$ cat src/rtl/tftp_pkg.sv
// Shared TFTP definitions for the encode and decode controllers.
// Holds the TFTP opcode values, the encoder FSM state encoding and the
// default maximum DATA payload size (TFTP block size).
package tftp_pkg;

    localparam logic [15:0] OP_RRQ   = 16'd1;
    localparam logic [15:0] OP_WRQ   = 16'd2;
    localparam logic [15:0] OP_DATA  = 16'd3;
    localparam logic [15:0] OP_ACK   = 16'd4;
    localparam logic [15:0] OP_ERROR = 16'd5;

    localparam int MAX_DATA_DEFAULT = 512;

    typedef enum logic [2:0] {
        ENC_IDLE    = 3'd0,
        ENC_OPCODE  = 3'd1,
        ENC_BLOCKNO = 3'd2,
        ENC_PAYLOAD = 3'd3,
        ENC_DONE    = 3'd4
    } enc_state_t;

endpackage

$ cat src/rtl/tftp_encode_controller.sv
// TFTP ACK/DATA packet serialiser.
// On start it emits opcode (2 bytes), block number (2 bytes) and, for DATA,
// up to MAX_DATA payload bytes passed through from an upstream buffer, as a
// valid/ready byte stream toward the UDP/IP/Ethernet TX framer.
//
// Ports:
//   clk, reset          system clock, asynchronous active-high reset
//   start               request a packet (ignored while busy or in DONE)
//   pkt_ack             1 = ACK, 0 = DATA (sampled on start)
//   block_no            TFTP block number (sampled on start)
//   data_len            DATA payload length, clamped to MAX_DATA (sampled on start)
//   pay_data/pay_valid  upstream payload byte, pay_ready = byte consumed
//   tx_data/tx_valid    output byte stream, tx_ready from framer, tx_last on final byte
//   busy                packet in progress
//   done                one-cycle pulse after the final byte is accepted
//
// state       | meaning
// ------------+-------------------------------------------------------
// ENC_IDLE    | waiting for start
// ENC_OPCODE  | sending opcode, idx selects hi (0) / lo (1) byte
// ENC_BLOCKNO | sending block number, idx selects hi (0) / lo (1) byte
// ENC_PAYLOAD | passing payload bytes through, remaining counts down
// ENC_DONE    | done pulse, back to idle next cycle
module tftp_encode_controller
    import tftp_pkg::*;
#(
    parameter int MAX_DATA = MAX_DATA_DEFAULT,
    parameter int LEN_W    = 10
) (
    input  logic             clk,
    input  logic             reset,
    input  logic             start,
    input  logic             pkt_ack,
    input  logic [15:0]      block_no,
    input  logic [LEN_W-1:0] data_len,
    input  logic [7:0]       pay_data,
    input  logic             pay_valid,
    output logic             pay_ready,
    output logic [7:0]       tx_data,
    output logic             tx_valid,
    input  logic             tx_ready,
    output logic             tx_last,
    output logic             busy,
    output logic             done
);

    localparam logic [LEN_W-1:0] MAX_LEN = LEN_W'(MAX_DATA);

    enc_state_t       state;
    logic             idx;
    logic             ack_r;
    logic [15:0]      blk_r;
    logic [LEN_W-1:0] len_r;
    logic [LEN_W-1:0] remaining;
    logic [7:0]       hdr_data;
    logic             hdr_valid;
    logic             hdr_last;
    logic             busy_r;
    logic             done_r;

    // Header bytes come from registers loaded one byte ahead of the transfer,
    // so tx_data/tx_last stay stable while the framer stalls.
    always_ff @(posedge clk or posedge reset) begin
        if (reset) begin
            state     <= ENC_IDLE;
            idx       <= 1'b0;
            ack_r     <= 1'b0;
            blk_r     <= '0;
            len_r     <= '0;
            remaining <= '0;
            hdr_data  <= 8'h00;
            hdr_valid <= 1'b0;
            hdr_last  <= 1'b0;
            busy_r    <= 1'b0;
            done_r    <= 1'b0;
        end else begin
            done_r <= 1'b0;
            case (state)
                ENC_IDLE: begin
                    if (start) begin
                        ack_r     <= pkt_ack;
                        blk_r     <= block_no;
                        len_r     <= (data_len > MAX_LEN) ? MAX_LEN : data_len;
                        state     <= ENC_OPCODE;
                        idx       <= 1'b0;
                        hdr_data  <= 8'h00;
                        hdr_valid <= 1'b1;
                        hdr_last  <= 1'b0;
                        busy_r    <= 1'b1;
                    end
                end
                ENC_OPCODE: begin
                    if (tx_ready) begin
                        if (!idx) begin
                            idx      <= 1'b1;
                            hdr_data <= ack_r ? OP_ACK[7:0] : OP_DATA[7:0];
                        end else begin
                            idx      <= 1'b0;
                            state    <= ENC_BLOCKNO;
                            hdr_data <= blk_r[15:8];
                        end
                    end
                end
                ENC_BLOCKNO: begin
                    if (tx_ready) begin
                        if (!idx) begin
                            idx      <= 1'b1;
                            hdr_data <= blk_r[7:0];
                            hdr_last <= ack_r || (len_r == '0);
                        end else begin
                            idx       <= 1'b0;
                            hdr_data  <= 8'h00;
                            hdr_valid <= 1'b0;
                            hdr_last  <= 1'b0;
                            if (ack_r || (len_r == '0)) begin
                                state  <= ENC_DONE;
                                busy_r <= 1'b0;
                                done_r <= 1'b1;
                            end else begin
                                state     <= ENC_PAYLOAD;
                                remaining <= len_r;
                            end
                        end
                    end
                end
                ENC_PAYLOAD: begin
                    if (pay_valid && tx_ready) begin
                        remaining <= remaining - LEN_W'(1);
                        if (remaining == LEN_W'(1)) begin
                            state  <= ENC_DONE;
                            busy_r <= 1'b0;
                            done_r <= 1'b1;
                        end
                    end
                end
                ENC_DONE: begin
                    state <= ENC_IDLE;
                end
                default: begin
                    state <= ENC_IDLE;
                end
            endcase
        end
    end

    // Payload is a combinational pass-through so the upstream buffer sees
    // the framer's backpressure directly.
    logic in_pay;
    assign in_pay    = (state == ENC_PAYLOAD);
    assign tx_data   = in_pay ? pay_data : hdr_data;
    assign tx_valid  = in_pay ? pay_valid : hdr_valid;
    assign tx_last   = in_pay ? (remaining == LEN_W'(1)) : hdr_last;
    assign pay_ready = in_pay && tx_ready;
    assign busy      = busy_r;
    assign done      = done_r;

endmodule

$ cat config.mk
export PLATFORM = sky130hd
export DESIGN_NAME = tftp_encode_controller
export DESIGN_NICKNAME = d
export VERILOG_FILES = /design/src/rtl/tftp_pkg.sv /design/src/rtl/tftp_encode_controller.sv
export SDC_FILE = /design/constraint.sdc
export NUM_CORES = 1
export LEC_CHECK = 0
export ABC_AREA = 1
export BUFFER_PORTS_ARGS = -buffer_cell sky130_fd_sc_hd__buf_2
export CAP_MARGIN = 20
export CORE_MARGIN = 8
export CORE_UTILIZATION = 40
export CTS_CLUSTER_DIAMETER = 50
export DETAILED_ROUTE_END_ITERATION = 10
export HOLD_SLACK_MARGIN = 0.08
export SLEW_MARGIN = 30
export SYNTH_ARGS = -nofsm -noshare
export SYNTH_HDL_FRONTEND = slang
export SYNTH_SLANG_ARGS = --single-unit
$ cat constraint.sdc
create_clock -name clk -period 4.4 [get_ports clk]
set_input_delay 0.44 -clock clk [delete_from_list [all_inputs] [get_ports clk]]
set_output_delay 0.44 -clock clk [all_outputs]
set_load 0.005 [all_outputs]
# After elaboration in Yosys (flattened, before gate mapping)
# Index checks and enable logic that the tools add are counted.
[word_totals]
regBits = 53
latch_bits = 0
ramBits = 0
mem_bits_ro = 0
inputBits = 40
out_inout_bits = 13
wordCells = 94
mem_count = 0
[classes]
add_sub_neg = 1
mul = 0
n_div = 0
n_lt_le_gt_ge = 1
n_eq_ne = 14
shifts = 0
muxes = 48
n_bitwise = 0
reduce_logical = 19
[ops]
columns = ["operator", "count"]
rows = [
  ["10-bit two-way mux", 5],
  ["8-bit two-way mux", 6],
  ["3-bit two-way mux", 9],
  ["8-bit case mux with 3 select lines", 1],
  ["1-bit two-way mux", 20],
  ["10-bit case mux with 2 select lines", 1],
  ["2-bit != test, second input constant", 7],
  ["7-bit AND reduction", 2],
  ["3-bit case mux with 4 select lines", 1],
  ["10-bit by 1-bit == test with 1-bit output, second input constant", 1],
  ["10-bit greater-than comparator, second input constant", 1],
  ["10-bit logical NOT", 1],
  ["10-bit by 1-bit subtractor with 10-bit output, second input constant", 1],
  ["1-bit case mux with 2 select lines", 4],
  ["4-bit AND reduction", 2],
  ["3-bit by 2-bit == test with 1-bit output, second input constant", 2],
  ["2-bit by 1-bit != test with 1-bit output, second input constant", 3],
  ["3-bit AND reduction", 2],
  ["2-bit nonzero test", 3],
  ["3-bit nonzero test", 2],
  ["5-bit AND reduction", 1],
  ["3-bit by 1-bit == test with 1-bit output, second input constant", 1],
  ["3-bit logical NOT", 1],
  ["1-bit case mux with 3 select lines", 1],
  ["4 further kinds", 5],
]

# Depth between registers and ports, before layout
[logic_depth]
depth_word = 6
ltp_mapped = 9

# Worst setup path after synthesis
# Ideal clock, no wire load.
[synth_path]
path_type = "reg2out"
startpoint = "register state[2]"
endpoint = "output tx_data[7]"
arrival_ps = 1176
required_ps = 3960
slack_ps = 2784
stages_incl_launch_ff = 8
path_cell_list = "dfrtp_1 -> inv_1 -> nand2_1 -> nor2_2 -> buf_4 -> buf_2 -> nand2_1 -> o21ai_0"
[synth_via]
elab_chain_cells = 2
[synth_lines]
columns = ["element", "line", "rtl"]
rows = [
  ["from (decl)", "tftp_encode_controller.sv:49", "enc_state_t state;"],
  ["from (signal assigned)", "tftp_encode_controller.sv:65", "state <= ENC_IDLE;"],
  ["from (signal assigned)", "tftp_encode_controller.sv:84", "state <= ENC_OPCODE;"],
  ["from (signal assigned)", "tftp_encode_controller.sv:99", "state <= ENC_BLOCKNO;"],
  ["3-bit by 2-bit == test with 1-bit output", "tftp_encode_controller.sv:149", "assign in_pay = (state == ENC_PAYLOAD);"],
  ["8-bit two-way mux", "tftp_encode_controller.sv:150", "assign tx_data = in_pay ? pay_data : hdr_data;"],
  ["to (decl)", "tftp_encode_controller.sv:39", "output logic [7:0] tx_data,"],
]
# Every way passes these cells.

# Final worst setup path
[layout_path]
startpoint = "register state[2]"
endpoint = "output tx_last"
[layout_via]
elab_chain_cells = 2
[layout_lines]
columns = ["element", "line", "rtl"]
rows = [
  ["3-bit by 2-bit == test with 1-bit output", "tftp_encode_controller.sv:149", ""],
  ["1-bit two-way mux", "tftp_encode_controller.sv:152", "assign tx_last = in_pay ? (remaining == LEN_W'(1)) : hdr_last;"],
  ["to (decl)", "tftp_encode_controller.sv:42", "output logic tx_last,"],
]
# Every way passes these cells.

==> metrics.txt <==
Main synth FF type=dfrtp_1; reg2reg end=remaining[8]; hpwl dp=5240 um; sequential-to-total area share from yosys stat=46.2%; setup violators final=0; Static Leak=1.80 nW; Core Region=0.00710 mm^2; maximum number of pins on one net before global-route repair=54; Starting Density=40.4%; total track usage=14.8%; initial antenna violation count=0; Post-DRT Antenna Nets=0; Max-slew headroom=43.6%; M3 GR Usage=2.90%; NetSw=0.971 mW; max-cap viol count=0; combinational power share=46.7%; die area=0.0101 mm^2; hold buffer count at CTS=0; Post-layout nets=489; R2R Setup Slk=2.11 ns; area share of the largest cell type after synthesis=46.2%; Die Width=101 um; vias in the first global route=2644; Clock Skews=0.0123 ns; PortBufs=52; post-cts sizing count=0; Worst setup EP type=output pin; clk root buf=clkbuf_8; Synth Register Bits=53; class of the most critical setup path=reg -> out; most area-hungry cell type in the Yosys netlist=dfrtp_1; io pins=53; Cell Int Power=1.14 mW; post-synth cell types=31; synthesized area per cell=7.21 um^2; Max FO, Critical Path=24; RSZ-0062 raised after global routing=false; Inserted Clock Buffers=5; Longest Clk Path Bufs=2; Required @ worst endpoint=3.96 ns; number of setup buffers added after CTS=0; Core Rows=31; GRT busiest layer=met2; Period minus WS final=2.85 ns; GRT overflow=0; CTS tree=yes; DRC=0; Routed WL=7020 um; Worst EP arrival=2.41 ns; Power Dens Cells=642 mW/mm^2; part of the cycle the worst path needs=64.9%; Post-Syn Area=0.00287 mm^2; DR iter-0 viols=99; Clock Latency Late Sink=0.32 ns; Sink Count=53; Inst Count DP=539; Syn Nets=440; R2R cell count=8; Post-synth ARST share=100%; Tot Pwr=2.12 mW; VDD IR max=254 uV; met2 Use GR=23.9%; ant diodes=0; Post-Layout Cell Count=547; launch point of the worst reg-to-reg path=state[2]; WL per Instance=12.8 um; Die Y=101 um; first-pass GRT wire length=12100 um; status=completed; post-route setup TNS=0 ns; register share of total power=38.7%; Min-Delay Path Class=in -> async; worst-margin pin slew=0.845 ns; H-Tree Depth=2; Switching Fraction=45.9%; CP Launch Type=register; routed via count=2566; f_max=350 MHz; met1 usage=19.6%; Synth-to-Final Area Change=14.8%; top cells by area, synth=dfrtp_1, nand2_1, nand3_1; routability cong.=0.836; Syn Inst Count=398; first drt pass iteration count=4; drt via density=4.69; part of the power in the clock network=14.5%; Slew Limit Fails=0; layout cells sized above 1=18.3%; final hold vios=0; Post-synth EDFFs=0; Clock Pin Slew Worst Setup and Hold Paths=0.12 ns; yosys warns=0
-- synthesized netlist by cell type (2+ instances only) --
cell	n
inv_1	31
nand4_1	2
dfrtp_1	53
nor2_2	2
nor2_4	3
nand3_1	32
nand2_1	171
a21oi_1	4
o211ai_1	2
nand3b_1	2
nor2_1	33
nand2_2	5
inv_2	6
buf_2	8
o21ai_1	6
ha_1	2
o21ai_0	22
-- stage by stage --
step	hold slack [ns]	util, %	setup WS [ns]	instance area (um^2)
2_1_floorplan	0.442	-	2.67	2870
3_3_place_gp	0.456	45.0	1.94	3190
3_5_place_dp	0.460	45.0	1.88	3200
4_1_cts	0.231	46.4	1.49	3290
5_1_grt	0.272	46.4	1.26	3290
6_report	0.211	46.4	1.55	3290
-- worst max-delay path: stages (launching register included) --
cell and delay, ns:
dfrtp_1 0.42, inv_1 0.12, nand2_1 0.07, nor2_2 0.65, inv_2 0.37, nor2_1 0.26
a21oi_1 0.06, buf_2 0.14
-- worst max-delay path by stage --
stage | from | to | slack (ns) | cells past startpoint
floorplan | reset | ack_r | 2.67 | 1
global placement | state[2] | tx_last | 1.94 | 7
detailed placement | state[2] | tx_last | 1.88 | 7
CTS | state[2] | tx_last | 1.49 | 7
global route | state[2] | tx_last | 1.26 | 7
finish | state[2] | tx_last | 1.55 | 7
-- flip-flops by register name, summed over array words and instances (netlist names), 3 cells and up --
register   cells
remaining     10
blk_r         16
hdr_data       8
state          3
len_r         10
-- routing by layer --
layer | vias up | wire length, um
met3 | 6 | 302
met2 | 56 | 3210
met5 | - | 0
met4 | 0 | 67
met1 | 1166 | 3430
li1 | 1338 | -
-- layout make-up --
class	count	area [um^2]
Timing Repair Buffer	52	260
Sequential cell	53	1330
Inverter	37	141
Fill cell	787	3800
Clock inverter	3	28.8
Tap cell	99	124
Multi-Input combinational cell	298	1350
Clock buffer	5	68.8
-- cell usage in the layout, fill, tap and decap left out, types with 3 or more instances in the layout --
master	netlist	layout
a21oi_1	4	4
buf_2	8	52
clkbuf_8	0	5
dfrtp_1	53	53
inv_1	31	30
inv_2	6	6
nand2_1	171	171
nand2_2	5	5
nand3_1	32	32
nor2_1	33	33
nor2_4	3	3
o21ai_0	22	22
o21ai_1	6	6
-- power by group through the flow --
stage | logic (mW) | registers (mW) | clock network, mW
floorplan | 0.779 | 0.780 | 0
global placement | 0.981 | 0.826 | 0
detailed placement | 0.993 | 0.829 | 0
CTS | 1.00 | 0.819 | 0.316
global route | 1.16 | 0.845 | 0.337
finish | 0.989 | 0.819 | 0.307
-- cell families after synthesis --
logic type / count (synthesis) / synth area share, %
AND/OR/NAND/NOR: 256 / 37.8
flip-flops: 53 / 46.2
buffers and inverters: 47 / 6.89
AO/OA/AOI/OAI: 39 / 7.89
adder cells (fa/ha/maj): 2 / 0.872
XOR/XNOR: 1 / 0.305
Power figures use the tool's default switching activity.
